[config.mk]
export PLATFORM = sky130hd
export DESIGN_NAME = io_bus_ctrl_flat
export DESIGN_NICKNAME = d
export VERILOG_FILES = /design/src/rtl/io_bus_pkg.sv /design/src/rtl/io_bus_ctrl_if.sv /design/src/rtl/io_addr_dec.sv /design/src/rtl/io_bus_ctrl.sv /design/src/flat_wrapper.sv
export SDC_FILE = /design/constraint.sdc
export NUM_CORES = 1
export LEC_CHECK = 0
export BUFFER_PORTS_ARGS = -buffer_cell sky130_fd_sc_hd__buf_4
export CAP_MARGIN = 40
export CORE_MARGIN = 5
export CORE_UTILIZATION = 50
export CTS_CLUSTER_DIAMETER = 30
export DETAILED_ROUTE_END_ITERATION = 16
export GPL_TIMING_DRIVEN = 0
export PLACE_DENSITY = 0.81
export SYNTH_ARGS = -nofsm -noshare
export SYNTH_HDL_FRONTEND = slang
export SYNTH_SLANG_ARGS = --single-unit
[constraint.sdc]
create_clock -name clk -period 3.99 [get_ports clk]
set_clock_uncertainty 0.1 [all_clocks]
set_input_delay 0.1995 -clock clk [delete_from_list [all_inputs] [get_ports clk]]
set_output_delay 0.1995 -clock clk [all_outputs]
set_load 0.005 [all_outputs]
[src/rtl/io_bus_pkg.sv]
// Shared types and the default I/O map for the bus controller.
// Channel 0 sits in the least-significant bits of the packed defaults.
package io_bus_pkg;

  localparam int unsigned NUM_CS_MAX = 16;
  localparam int unsigned CPU_AW     = 20;
  localparam int unsigned DW         = 8;
  localparam int unsigned IO_AW_DEF  = 16;
  localparam int unsigned WS_W_DEF   = 4;
  localparam int unsigned NUM_CS_DEF = 6;

  typedef enum logic [1:0] {
    ST_IDLE   = 2'd0,
    ST_ACCESS = 2'd1,
    ST_HOLD   = 2'd2
  } io_state_t;

  localparam logic [IO_AW_DEF-1:0] IO_BASE_0 = 16'h0000;
  localparam logic [IO_AW_DEF-1:0] IO_BASE_1 = 16'h0020;
  localparam logic [IO_AW_DEF-1:0] IO_BASE_2 = 16'h0040;
  localparam logic [IO_AW_DEF-1:0] IO_BASE_3 = 16'h0060;
  localparam logic [IO_AW_DEF-1:0] IO_BASE_4 = 16'h0080;
  localparam logic [IO_AW_DEF-1:0] IO_BASE_5 = 16'h03F8;

  localparam logic [IO_AW_DEF-1:0] IO_MASK_0 = 16'hFFF0;
  localparam logic [IO_AW_DEF-1:0] IO_MASK_1 = 16'hFFFE;
  localparam logic [IO_AW_DEF-1:0] IO_MASK_2 = 16'hFFFC;
  localparam logic [IO_AW_DEF-1:0] IO_MASK_3 = 16'hFFFC;
  localparam logic [IO_AW_DEF-1:0] IO_MASK_4 = 16'hFFF0;
  localparam logic [IO_AW_DEF-1:0] IO_MASK_5 = 16'hFFF8;

  localparam logic [WS_W_DEF-1:0] IO_WAIT_0 = 4'd1;
  localparam logic [WS_W_DEF-1:0] IO_WAIT_1 = 4'd0;
  localparam logic [WS_W_DEF-1:0] IO_WAIT_2 = 4'd1;
  localparam logic [WS_W_DEF-1:0] IO_WAIT_3 = 4'd0;
  localparam logic [WS_W_DEF-1:0] IO_WAIT_4 = 4'd0;
  localparam logic [WS_W_DEF-1:0] IO_WAIT_5 = 4'd2;

  localparam logic [NUM_CS_DEF*IO_AW_DEF-1:0] IO_BASE_DEF =
    {IO_BASE_5, IO_BASE_4, IO_BASE_3, IO_BASE_2, IO_BASE_1, IO_BASE_0};
  localparam logic [NUM_CS_DEF*IO_AW_DEF-1:0] IO_MASK_DEF =
    {IO_MASK_5, IO_MASK_4, IO_MASK_3, IO_MASK_2, IO_MASK_1, IO_MASK_0};
  localparam logic [NUM_CS_DEF*WS_W_DEF-1:0] IO_WAIT_DEF =
    {IO_WAIT_5, IO_WAIT_4, IO_WAIT_3, IO_WAIT_2, IO_WAIT_1, IO_WAIT_0};

endpackage

[src/rtl/io_bus_ctrl_if.sv]
// CPU-side and peripheral-side signals of the I/O bus controller.
// master: CPU plus peripherals; slave: the controller itself.
interface io_bus_ctrl_if
  import io_bus_pkg::*;
#(
  parameter int unsigned NUM_CS = 6,
  parameter int unsigned LA_W   = 3
);

  logic                   cpu_iom;
  logic                   cpu_rd_n;
  logic                   cpu_wr_n;
  logic                   cpu_inta_n;
  logic [CPU_AW-1:0]      cpu_addr;
  logic [DW-1:0]          cpu_dout;
  logic [DW-1:0]          cpu_din;
  logic                   cpu_ready;
  logic [NUM_CS-1:0]      cs_n;
  logic                   iorc_n;
  logic                   iowc_n;
  logic [LA_W-1:0]        per_addr;
  logic [DW-1:0]          per_din;
  logic [NUM_CS*DW-1:0]   per_dout;
  logic                   per_inta_n;
  logic                   bus_err;

  modport master (
    output cpu_iom, cpu_rd_n, cpu_wr_n, cpu_inta_n, cpu_addr, cpu_dout, per_dout,
    input  cpu_din, cpu_ready, cs_n, iorc_n, iowc_n, per_addr, per_din,
           per_inta_n, bus_err
  );

  modport slave (
    input  cpu_iom, cpu_rd_n, cpu_wr_n, cpu_inta_n, cpu_addr, cpu_dout, per_dout,
    output cpu_din, cpu_ready, cs_n, iorc_n, iowc_n, per_addr, per_din,
           per_inta_n, bus_err
  );

endinterface

[src/rtl/io_addr_dec.sv]
// Priority base/mask matcher: the lowest-index matching channel wins.
module io_addr_dec #(
  parameter int unsigned NUM_CS = 6,
  parameter int unsigned IO_AW  = 16,
  parameter int unsigned CH_W   = 3,
  parameter logic [NUM_CS*IO_AW-1:0] CS_BASE = '0,
  parameter logic [NUM_CS*IO_AW-1:0] CS_MASK = '0
) (
  input  logic [IO_AW-1:0] addr_i,
  output logic             hit_o,
  output logic [CH_W-1:0]  ch_idx_o
);

  // Scan high to low so the lowest matching index is the last one written.
  always_comb begin
    hit_o    = 1'b0;
    ch_idx_o = '0;
    for (int i = int'(NUM_CS) - 1; i >= 0; i--) begin
      if ((addr_i & CS_MASK[i*IO_AW +: IO_AW]) == CS_BASE[i*IO_AW +: IO_AW]) begin
        hit_o    = 1'b1;
        ch_idx_o = CH_W'(i);
      end
    end
  end

endmodule

[src/rtl/io_bus_ctrl.sv]
// I/O cycle controller: decodes CPU I/O cycles to chip-selects, inserts
// per-channel wait states, registers read data and flags bad cycles.
module io_bus_ctrl
  import io_bus_pkg::*;
#(
  parameter int unsigned NUM_CS  = 6,
  parameter int unsigned IO_AW   = 16,
  parameter int unsigned LA_W    = 3,
  parameter int unsigned WS_W    = 4,
  parameter logic [NUM_CS*IO_AW-1:0] CS_BASE = IO_BASE_DEF,
  parameter logic [NUM_CS*IO_AW-1:0] CS_MASK = IO_MASK_DEF,
  parameter logic [NUM_CS*WS_W-1:0]  CS_WAIT = IO_WAIT_DEF,
  parameter int unsigned INTA_CH = 1
) (
  input  logic            clk,
  input  logic            rst,
  io_bus_ctrl_if.slave    bus
);

  localparam int unsigned CH_W = (NUM_CS > 1) ? $clog2(NUM_CS) : 1;

  io_state_t          state_q, state_d;
  logic [CH_W-1:0]    ch_q, ch_d;
  logic               wr_q, wr_d;
  logic               sel_q, sel_d;
  logic [WS_W-1:0]    cnt_q, cnt_d;
  logic [DW-1:0]      din_q, din_d;
  logic [LA_W-1:0]    paddr_q, paddr_d;
  logic [DW-1:0]      pdin_q, pdin_d;
  logic               err_q, err_d;
  logic [NUM_CS-1:0]  cs_n_q, cs_n_d;
  logic               iorc_n_q, iorc_n_d;
  logic               iowc_n_q, iowc_n_d;
  logic               ready_q, ready_d;

  logic               hit_c;
  logic [CH_W-1:0]    ch_idx_c;
  logic [WS_W-1:0]    wait_c;
  logic [DW-1:0]      rd_data_c;
  logic               strb_idle_c;
  logic               start_c;
  logic               unused_addr_c;

  io_addr_dec #(
    .NUM_CS  (NUM_CS),
    .IO_AW   (IO_AW),
    .CH_W    (CH_W),
    .CS_BASE (CS_BASE),
    .CS_MASK (CS_MASK)
  ) u_dec (
    .addr_i   (bus.cpu_addr[IO_AW-1:0]),
    .hit_o    (hit_c),
    .ch_idx_o (ch_idx_c)
  );

  assign unused_addr_c = ^bus.cpu_addr[CPU_AW-1:IO_AW];
  assign strb_idle_c   = bus.cpu_rd_n & bus.cpu_wr_n;
  assign start_c       = bus.cpu_iom & ~strb_idle_c;

  // Wait count of the decoded channel and read data of the latched channel.
  always_comb begin
    wait_c    = '0;
    rd_data_c = 8'hFF;
    for (int unsigned i = 0; i < NUM_CS; i++) begin
      if (ch_idx_c == CH_W'(i)) wait_c = CS_WAIT[i*WS_W +: WS_W];
      if (ch_q == CH_W'(i))     rd_data_c = bus.per_dout[i*DW +: DW];
    end
  end

  // Next state, datapath and next-output decode.
  always_comb begin
    state_d = state_q;
    ch_d    = ch_q;
    wr_d    = wr_q;
    sel_d   = sel_q;
    cnt_d   = cnt_q;
    din_d   = din_q;
    paddr_d = paddr_q;
    pdin_d  = pdin_q;
    err_d   = 1'b0;

    if (!bus.cpu_inta_n) din_d = bus.per_dout[INTA_CH*DW +: DW];

    unique case (state_q)
      ST_IDLE: begin
        if (start_c) begin
          if (hit_c && (bus.cpu_rd_n ^ bus.cpu_wr_n)) begin
            state_d = ST_ACCESS;
            ch_d    = ch_idx_c;
            wr_d    = ~bus.cpu_wr_n;
            sel_d   = 1'b1;
            cnt_d   = wait_c;
            paddr_d = bus.cpu_addr[LA_W-1:0];
            pdin_d  = bus.cpu_dout;
          end else begin
            state_d = ST_HOLD;
            sel_d   = 1'b0;
            din_d   = 8'hFF;
            err_d   = 1'b1;
          end
        end
      end
      ST_ACCESS: begin
        if (strb_idle_c) begin
          state_d = ST_IDLE;
          sel_d   = 1'b0;
          err_d   = 1'b1;
        end else if (cnt_q != '0) begin
          cnt_d = cnt_q - WS_W'(1);
        end else begin
          if (!wr_q) din_d = rd_data_c;
          state_d = ST_HOLD;
        end
      end
      ST_HOLD: begin
        if (strb_idle_c) begin
          state_d = ST_IDLE;
          sel_d   = 1'b0;
        end
      end
      default: begin
        state_d = ST_IDLE;
        sel_d   = 1'b0;
      end
    endcase

    for (int unsigned i = 0; i < NUM_CS; i++) begin
      cs_n_d[i] = ~(sel_d && (ch_d == CH_W'(i)));
    end
    iorc_n_d = ~(sel_d & ~wr_d);
    iowc_n_d = ~(sel_d & wr_d);
    ready_d  = ~((state_d == ST_ACCESS) && (cnt_d != '0));
  end

  always_ff @(posedge clk) begin
    if (rst) begin
      state_q  <= ST_IDLE;
      ch_q     <= '0;
      wr_q     <= 1'b0;
      sel_q    <= 1'b0;
      cnt_q    <= '0;
      din_q    <= 8'hFF;
      paddr_q  <= '0;
      pdin_q   <= '0;
      err_q    <= 1'b0;
      cs_n_q   <= '1;
      iorc_n_q <= 1'b1;
      iowc_n_q <= 1'b1;
      ready_q  <= 1'b1;
    end else begin
      state_q  <= state_d;
      ch_q     <= ch_d;
      wr_q     <= wr_d;
      sel_q    <= sel_d;
      cnt_q    <= cnt_d;
      din_q    <= din_d;
      paddr_q  <= paddr_d;
      pdin_q   <= pdin_d;
      err_q    <= err_d;
      cs_n_q   <= cs_n_d;
      iorc_n_q <= iorc_n_d;
      iowc_n_q <= iowc_n_d;
      ready_q  <= ready_d;
    end
  end

  assign bus.cpu_din    = din_q;
  assign bus.cpu_ready  = ready_q;
  assign bus.cs_n       = cs_n_q;
  assign bus.iorc_n     = iorc_n_q;
  assign bus.iowc_n     = iowc_n_q;
  assign bus.per_addr   = paddr_q;
  assign bus.per_din    = pdin_q;
  assign bus.bus_err    = err_q;
  assign bus.per_inta_n = bus.cpu_inta_n;

endmodule

[src/flat_wrapper.sv]
// flat-port wrapper written by rule: the top's interface ports become plain ports
module io_bus_ctrl_flat import io_bus_pkg::*;
#(
  parameter int unsigned NUM_CS  = 6,
  parameter int unsigned IO_AW   = 16,
  parameter int unsigned LA_W    = 3,
  parameter int unsigned WS_W    = 4,
  parameter logic [NUM_CS*IO_AW-1:0] CS_BASE = IO_BASE_DEF,
  parameter logic [NUM_CS*IO_AW-1:0] CS_MASK = IO_MASK_DEF,
  parameter logic [NUM_CS*WS_W-1:0]  CS_WAIT = IO_WAIT_DEF,
  parameter int unsigned INTA_CH = 1
)
  (clk, rst, bus_cpu_iom, bus_cpu_rd_n, bus_cpu_wr_n, bus_cpu_inta_n, bus_cpu_addr, bus_cpu_dout, bus_per_dout, bus_cpu_din, bus_cpu_ready, bus_cs_n, bus_iorc_n, bus_iowc_n, bus_per_addr, bus_per_din, bus_per_inta_n, bus_bus_err);
  io_bus_ctrl_if #(.NUM_CS(NUM_CS), .LA_W(LA_W)) bus_i ();
  input  logic clk;
  input  logic rst;
  input wire logic [$bits(bus_i.cpu_iom)-1:0] bus_cpu_iom;
  input wire logic [$bits(bus_i.cpu_rd_n)-1:0] bus_cpu_rd_n;
  input wire logic [$bits(bus_i.cpu_wr_n)-1:0] bus_cpu_wr_n;
  input wire logic [$bits(bus_i.cpu_inta_n)-1:0] bus_cpu_inta_n;
  input wire logic [$bits(bus_i.cpu_addr)-1:0] bus_cpu_addr;
  input wire logic [$bits(bus_i.cpu_dout)-1:0] bus_cpu_dout;
  input wire logic [$bits(bus_i.per_dout)-1:0] bus_per_dout;
  output wire logic [$bits(bus_i.cpu_din)-1:0] bus_cpu_din;
  output wire logic [$bits(bus_i.cpu_ready)-1:0] bus_cpu_ready;
  output wire logic [$bits(bus_i.cs_n)-1:0] bus_cs_n;
  output wire logic [$bits(bus_i.iorc_n)-1:0] bus_iorc_n;
  output wire logic [$bits(bus_i.iowc_n)-1:0] bus_iowc_n;
  output wire logic [$bits(bus_i.per_addr)-1:0] bus_per_addr;
  output wire logic [$bits(bus_i.per_din)-1:0] bus_per_din;
  output wire logic [$bits(bus_i.per_inta_n)-1:0] bus_per_inta_n;
  output wire logic [$bits(bus_i.bus_err)-1:0] bus_bus_err;
  assign bus_i.cpu_iom = bus_cpu_iom;
  assign bus_i.cpu_rd_n = bus_cpu_rd_n;
  assign bus_i.cpu_wr_n = bus_cpu_wr_n;
  assign bus_i.cpu_inta_n = bus_cpu_inta_n;
  assign bus_i.cpu_addr = bus_cpu_addr;
  assign bus_i.cpu_dout = bus_cpu_dout;
  assign bus_i.per_dout = bus_per_dout;
  assign bus_cpu_din = bus_i.cpu_din;
  assign bus_cpu_ready = bus_i.cpu_ready;
  assign bus_cs_n = bus_i.cs_n;
  assign bus_iorc_n = bus_i.iorc_n;
  assign bus_iowc_n = bus_i.iowc_n;
  assign bus_per_addr = bus_i.per_addr;
  assign bus_per_din = bus_i.per_din;
  assign bus_per_inta_n = bus_i.per_inta_n;
  assign bus_bus_err = bus_i.bus_err;
  io_bus_ctrl #(.NUM_CS(NUM_CS), .IO_AW(IO_AW), .LA_W(LA_W), .WS_W(WS_W), .CS_BASE(CS_BASE), .CS_MASK(CS_MASK), .CS_WAIT(CS_WAIT), .INTA_CH(INTA_CH)) u_core (.clk(clk), .rst(rst), .bus(bus_i));
endmodule
# == Yosys cells after proc, flatten, opt, wreduce, memory -nomap -nowiden ==
# Index checks and enable logic that the tools add are counted.
# Widths: inputs -> output; s select.
# word_totals
regBits,40
mem_bits_ro,0
inputBits,82
ram_bits,0
latchBits,0
mem_count,0
# classes
n_lt_le_gt_ge,0
addsub,1
shift,0
bitwise_logic,17
eq_ne,23
div_mod_pow,0
muxes,56
reduce_logical,17
mul,0
# op_table
cell,n
$mux 8,12
$eq 14x5->1 const B,2
$mux 3,9
$mux 1,20
$eq 3x2->1 const B,6
$eq 3x3->1 const B,6
$logic_not 16->1,1
$mux 4,4
$pmux 8 s2,1
$eq 15x5->1 const B,1
$eq 13x7->1 const B,1
$eq 12x4->1 const B,1
$mux 2,6
$not 1->1,12
$eq 3x1->1 const B,3
$logic_not 3->1,3
$logic_and 1x1->1,8
$pmux 4 s2,1
$reduce_bool 4->1,2
$pmux 2 s3,1
$and 1x1->1,4
$eq 2x1->1 const B,2
$pmux 1 s2,2
$sub 4x1->4 const B,1
other kinds (5),5

# == Logic depth before layout (Yosys ltp) ==
# logic_depth
depth_word,20
depth_mapped,11
mapped_depth_nobuf,8

# == Modules after synthesis ==
# From an unflattened synthesis, not the netlist that was laid out.
# unflattened
cells_unflattened,297
hier_area_um2,2426.1
# modules_own_cells
module,instances,cells_per_inst,seq_area_each_um2,area_each_um2
io_bus_ctrl,1,277,800.8,2308.5
io_addr_dec,1,20,0.0,117.6

# == Worst setup path before layout ==
# OpenSTA, ideal clock, no wires.
# synth_path
path_type,register to register
from,register u_core.state_q[0]
to,"register u_core.cs_n_q[0], in the netlist u_core.bus.cs_n[0]"
path_stages_with_launch,11
slack_ns,1.857
required_time_ns,3.749
path_buffers,2
arrival_time_ns,1.892
setup_ns,0.141
path_cell_list,dfxtp_1 > inv_1 > ha_1 > and3b_1 > buf_2 > nand3_1 > a211oi_2 > or2_1 > buf_6 > mux2i_2 > nand4_1
# synth_between
elab_chain_cells,5
# synth_rtl
item,line_no,source
from (decl),io_bus_ctrl.sv:22,"io_state_t state_q, state_d;"
from (signal assigned),io_bus_ctrl.sv:151,state_q <= state_d;
"$eq 2x1->1, or another cell as far along",io_bus_ctrl.sv:84,unique case (state_q)
$reduce_or 2->1 (no line) / $mux 3 (equally long branches),--,
$pmux 1 s2 / $logic_not 3->1 (equally long branches),"io_bus_ctrl.sv:84, io_bus_ctrl.sv:128",
$logic_and 1x1->1 (*),io_bus_ctrl.sv:128,cs_n_d[i] = ~(sel_d && (ch_d == CH_W'(i)));
$not 1->1 (*),io_bus_ctrl.sv:128,
to (signal assigned),io_bus_ctrl.sv:160,cs_n_q <= cs_n_d;
to (decl),io_bus_ctrl.sv:31,"logic [NUM_CS-1:0] cs_n_q, cs_n_d;"
# Every way passes the cells marked *; elsewhere a longest branch is shown, timed or not.
# A chain may end at the register's enable or synchronous reset.

# == Worst setup path in the final report ==
# layout_path
from,register u_core.state_q[0]
to,"register u_core.cs_n_q[2], in the netlist u_core.bus.cs_n[2]"
# layout_between
elab_chain_cells,5
# layout_rtl
item,line_no
"$eq 2x1->1, or another cell as far along",io_bus_ctrl.sv:84
$reduce_or 2->1 (no line) / $mux 3 (equally long branches),--
$pmux 1 s2 / $eq 3x2->1 (equally long branches),"io_bus_ctrl.sv:84, io_bus_ctrl.sv:128"
$logic_and 1x1->1 (*),io_bus_ctrl.sv:128
$not 1->1 (*),io_bus_ctrl.sv:128
# Marked as above.

==> flow_summary_export.csv <==
group,metric,value,unit
drt,drcViolationCount,0,
drt,wl_met3,691,um
die,core_area,0.00463,sq mm
power,p_per_area,265,mW/mm^2
synthesis,synth_nets,344,
drt,num_vias,2340,
placement,gp_congestion,0.807,
clock_network,clock_sinks,40,
global_route,grt_pass1_vias,2310,
global_route,grt_start_max_net_pins,14,
synthesis,synth_simple_gate_area_share,24.7,%
synthesis,synthTopCellsByArea,"dfxtp_1 34%, mux2i_1 6.0%, a21oi_1 4.7%",
sta,finalHoldViolations,0,
die,die-area,0.00617,sq mm
synthesis,synth_ff_type,"dfxtp_1",
die,dieWidth,78.6,um
setup_path,crit_chain,"inv_1 > ha_1 > and3b_1 > buf_2 > nand2_1 > nor3_1 > or2_1 > buf_6 > mux2i_2 > nand4b_1",
clock_network,clkLatencyLatePin,0.29,ns
setup_path,worstPathMaxFanout,8,
global_route,grt-ovfl-total,0,
drt,totalWireLength,6470,um
die,initial_utilization,50.8,%
sta,grt_setup_unrepaired,"no",
setup_path,path_class,"reg2reg",
synthesis,synthAdderAreaFrac,3.19,%
placement,port-buffer-count,106,
sta,tightest_slew,0.597,ns
sta,fin_setup_tns,0,ns
cells_and_area,final_nets,458,
synthesis,synth_edf_count,0,
global_route,grt_pass1_wl,10700,um
die,io_pins,112,
cells_and_area,syn2layout_area_growth,42.3,%
drt,wl_met1,2710,um
synthesis,synth_top_area_share,34.1,%
clock_network,cts_max_level,2,
synthesis,synth_warnings,0,
clock_network,cts_buffer_depth,2,
drt,first_pass_iters,6,
global_route,grt_antenna_before_repair,0,
synthesis,ys_ff_latch,40,
setup_path,slowest_delay,0.39,ns
power,leakage,1.35,nW
synthesis,syn_inst,256,
drt,highest_layer,"met4",
sta,setup_viol,0,
synthesis,synth_commonest_cells,"40 x dfxtp_1, 29 x nand2_1, 23 x nor2_1, 22 x a21oi_1, 14 x mux2i_1",
clock_network,clk_pin_slew,0.08,ns
die,die_y,78.6,um
synthesis,synthArstFlopShare,0,%
synthesis,synth_compound_area_share,18.4,%
synthesis,synth.most_common_cell,"dfxtp_1",
setup_path,crit_path_top_delay_cell,"mux2i_2",
clock_network,numCtsBuffers,5,
setup_path,endpoint_kind,"flop",
synthesis,syn-cell-area,0.00235,sq mm
drt,drtAntennaViolNets,0,
sta,drv_slew,0,
global_route,grt.total_usage,21.3,%
synthesis,ys_types,60,
cells_and_area,n_antenna_cell,0,
clock_network,post_cts_resized,0,
sta,fin_crit_sh,63.1,%
sta,final.min_clock_period,2.52,ns
power,peakVddDrop,0.280,mV
synthesis,synth_xor_area_share,0,%
setup_path,worstPathArrival,2.58,ns
clock_network,cts-root-buf,"clkbuf_8",
setup_path,worst_setup_path_start_kind,"flop",
setup_path,crit_required,4.05,ns
placement,dp_hpwl,5350,um
drt,wl_per_cell,15.2,um
synthesis,synth_top_family_by_area,"simple AND/OR/NAND/NOR gates",
min_path,hp-class,"in2reg",
outcome,status,"finished clean",
synthesis,synth_seq_area_share,34.1,%
drt,drtIter0Drc,59,
synthesis,synth_area_per_cell,9.18,sq um
cells_and_area,drive_above_1_share,39.9,%
synthesis,yosysTopAreaCell,"dfxtp_1",
drt,via_per_inst,5.51,
clock_network,cts_tree,"yes",
flow_run,max_cap_viol_count,0,
power,power,888,uW
sta,fmax,397,MHz
die,rows,25,
drt,met2_length,2980,um
synthesis,synthMuxAreaShare,15.4,%
sta,slew_headroom,60.2,%
## final cells by class
type / instances / area [sq um]
Tap cell: 54 / 67.6
Clock buffer: 6 / 82.6
Timing Repair Buffer: 107 / 806
Inverter: 7 / 26.3
Clock inverter: 2 / 38.8
Buffer: 15 / 73.8
Fill cell: 380 / 1280
Sequential cell: 40 / 801
Multi-Input combinational cell: 194 / 1450
## per-stage QoR
step | hold slack (ns) | setup slack [ns] | area (sq um) | instances | util, %
after floorplan | 0.176 | 1.86 | 2350 | 256 | -
after global routing | 0.0472 | 1.27 | 3350 | 425 | 72.3
after global placement | 0.315 | 1.58 | 3210 | 416 | 69.4
final | 0.0524 | 1.47 | 3350 | 425 | 72.3
after detailed placement | 0.315 | 1.50 | 3210 | 416 | 69.4
after CTS | 0.0420 | 1.48 | 3350 | 425 | 72.3
## final timing paths
check                        startpoint                     to  slack (ns)  depth (start not counted)
setup reg to reg      u_core.state_q[0]     u_core.bus.cs_n[2]        1.47                         10
hold / removal          bus_cpu_dout[0]  u_core.bus.per_din[0]        0.05                          3
setup / recovery      u_core.state_q[0]     u_core.bus.cs_n[2]        1.47                         10
hold reg to reg   u_core.bus.per_din[2]  u_core.bus.per_din[2]        0.36                          2
## repair_timing
| item | 4_1_cts | 5_1_grt |
|---|---|---|
| setup buffers | 0 | 0 |
| endpoints found under the hold margin | 1 | 0 |
| setup endpoints to repair | 0 | 0 |
| hold buffers | 1 | 0 |
## power by group
| group | internal, mW | switching (mW) | leakage, nW |
|---|---|---|---|
| logic | 0.0827 | 0.0531 | 0.965 |
| registers | 0.404 | 0.00321 | 0.324 |
| clock network | 0.204 | 0.140 | 0.0614 |
## cell usage in the layout, fill, tap and decap left out, drive strengths merged, types with 3 or more instances in the layout
| cell type | instances |
|---|---|
| ha | 6 |
| nand4b | 3 |
| nor2 | 23 |
| dfxtp | 40 |
| clkbuf | 13 |
| nor3 | 5 |
| o22ai | 8 |
| buf | 114 |
| mux2i | 17 |
| nand2b | 8 |
| inv | 7 |
| nor3b | 4 |
| o22a | 4 |
| a21oi | 22 |
| mux4 | 4 |
| nor2b | 4 |
| mux2 | 8 |
| nand2 | 30 |
| o221ai | 8 |
| nand3 | 5 |
## registers in the layout (all words and copies together), names as in the netlist
name	flops
u_core.bus.bus_err	1
u_core.bus.cpu_din	8
u_core.bus.cpu_ready	1
u_core.bus.cs_n	6
u_core.bus.iorc_n	1
u_core.bus.iowc_n	1
u_core.bus.per_addr	3
u_core.bus.per_din	8
u_core.ch_q	3
u_core.cnt_q	4
u_core.sel_q	1
u_core.state_q	2
u_core.wr_q	1
## routing by layer
metal | track usage (%) | vias up
met1 | 25.1 | 1053
li1 | - | 1175
met3 | 7.80 | 7
met5 | 0 | -
met2 | 36.1 | 105
met4 | 6.29 | 0
## worst max-delay path: cells and delay by family, from the launching register on
family                   cells  cell delay (ns)
adder cells (fa/ha/maj)      1             0.33
multiplexers                 1             0.39
AND/OR/NAND/NOR              5             0.82
buffers and inverters        3             0.40
flip-flops                   1             0.35
## kinds of logic after synthesis
family | after synthesis
compound gates | 59
fa+ha+maj | 6
buf+inv | 22
flops | 40
mux | 29
simple gates | 100
Note: power is estimated with default switching activity, not from simulation.
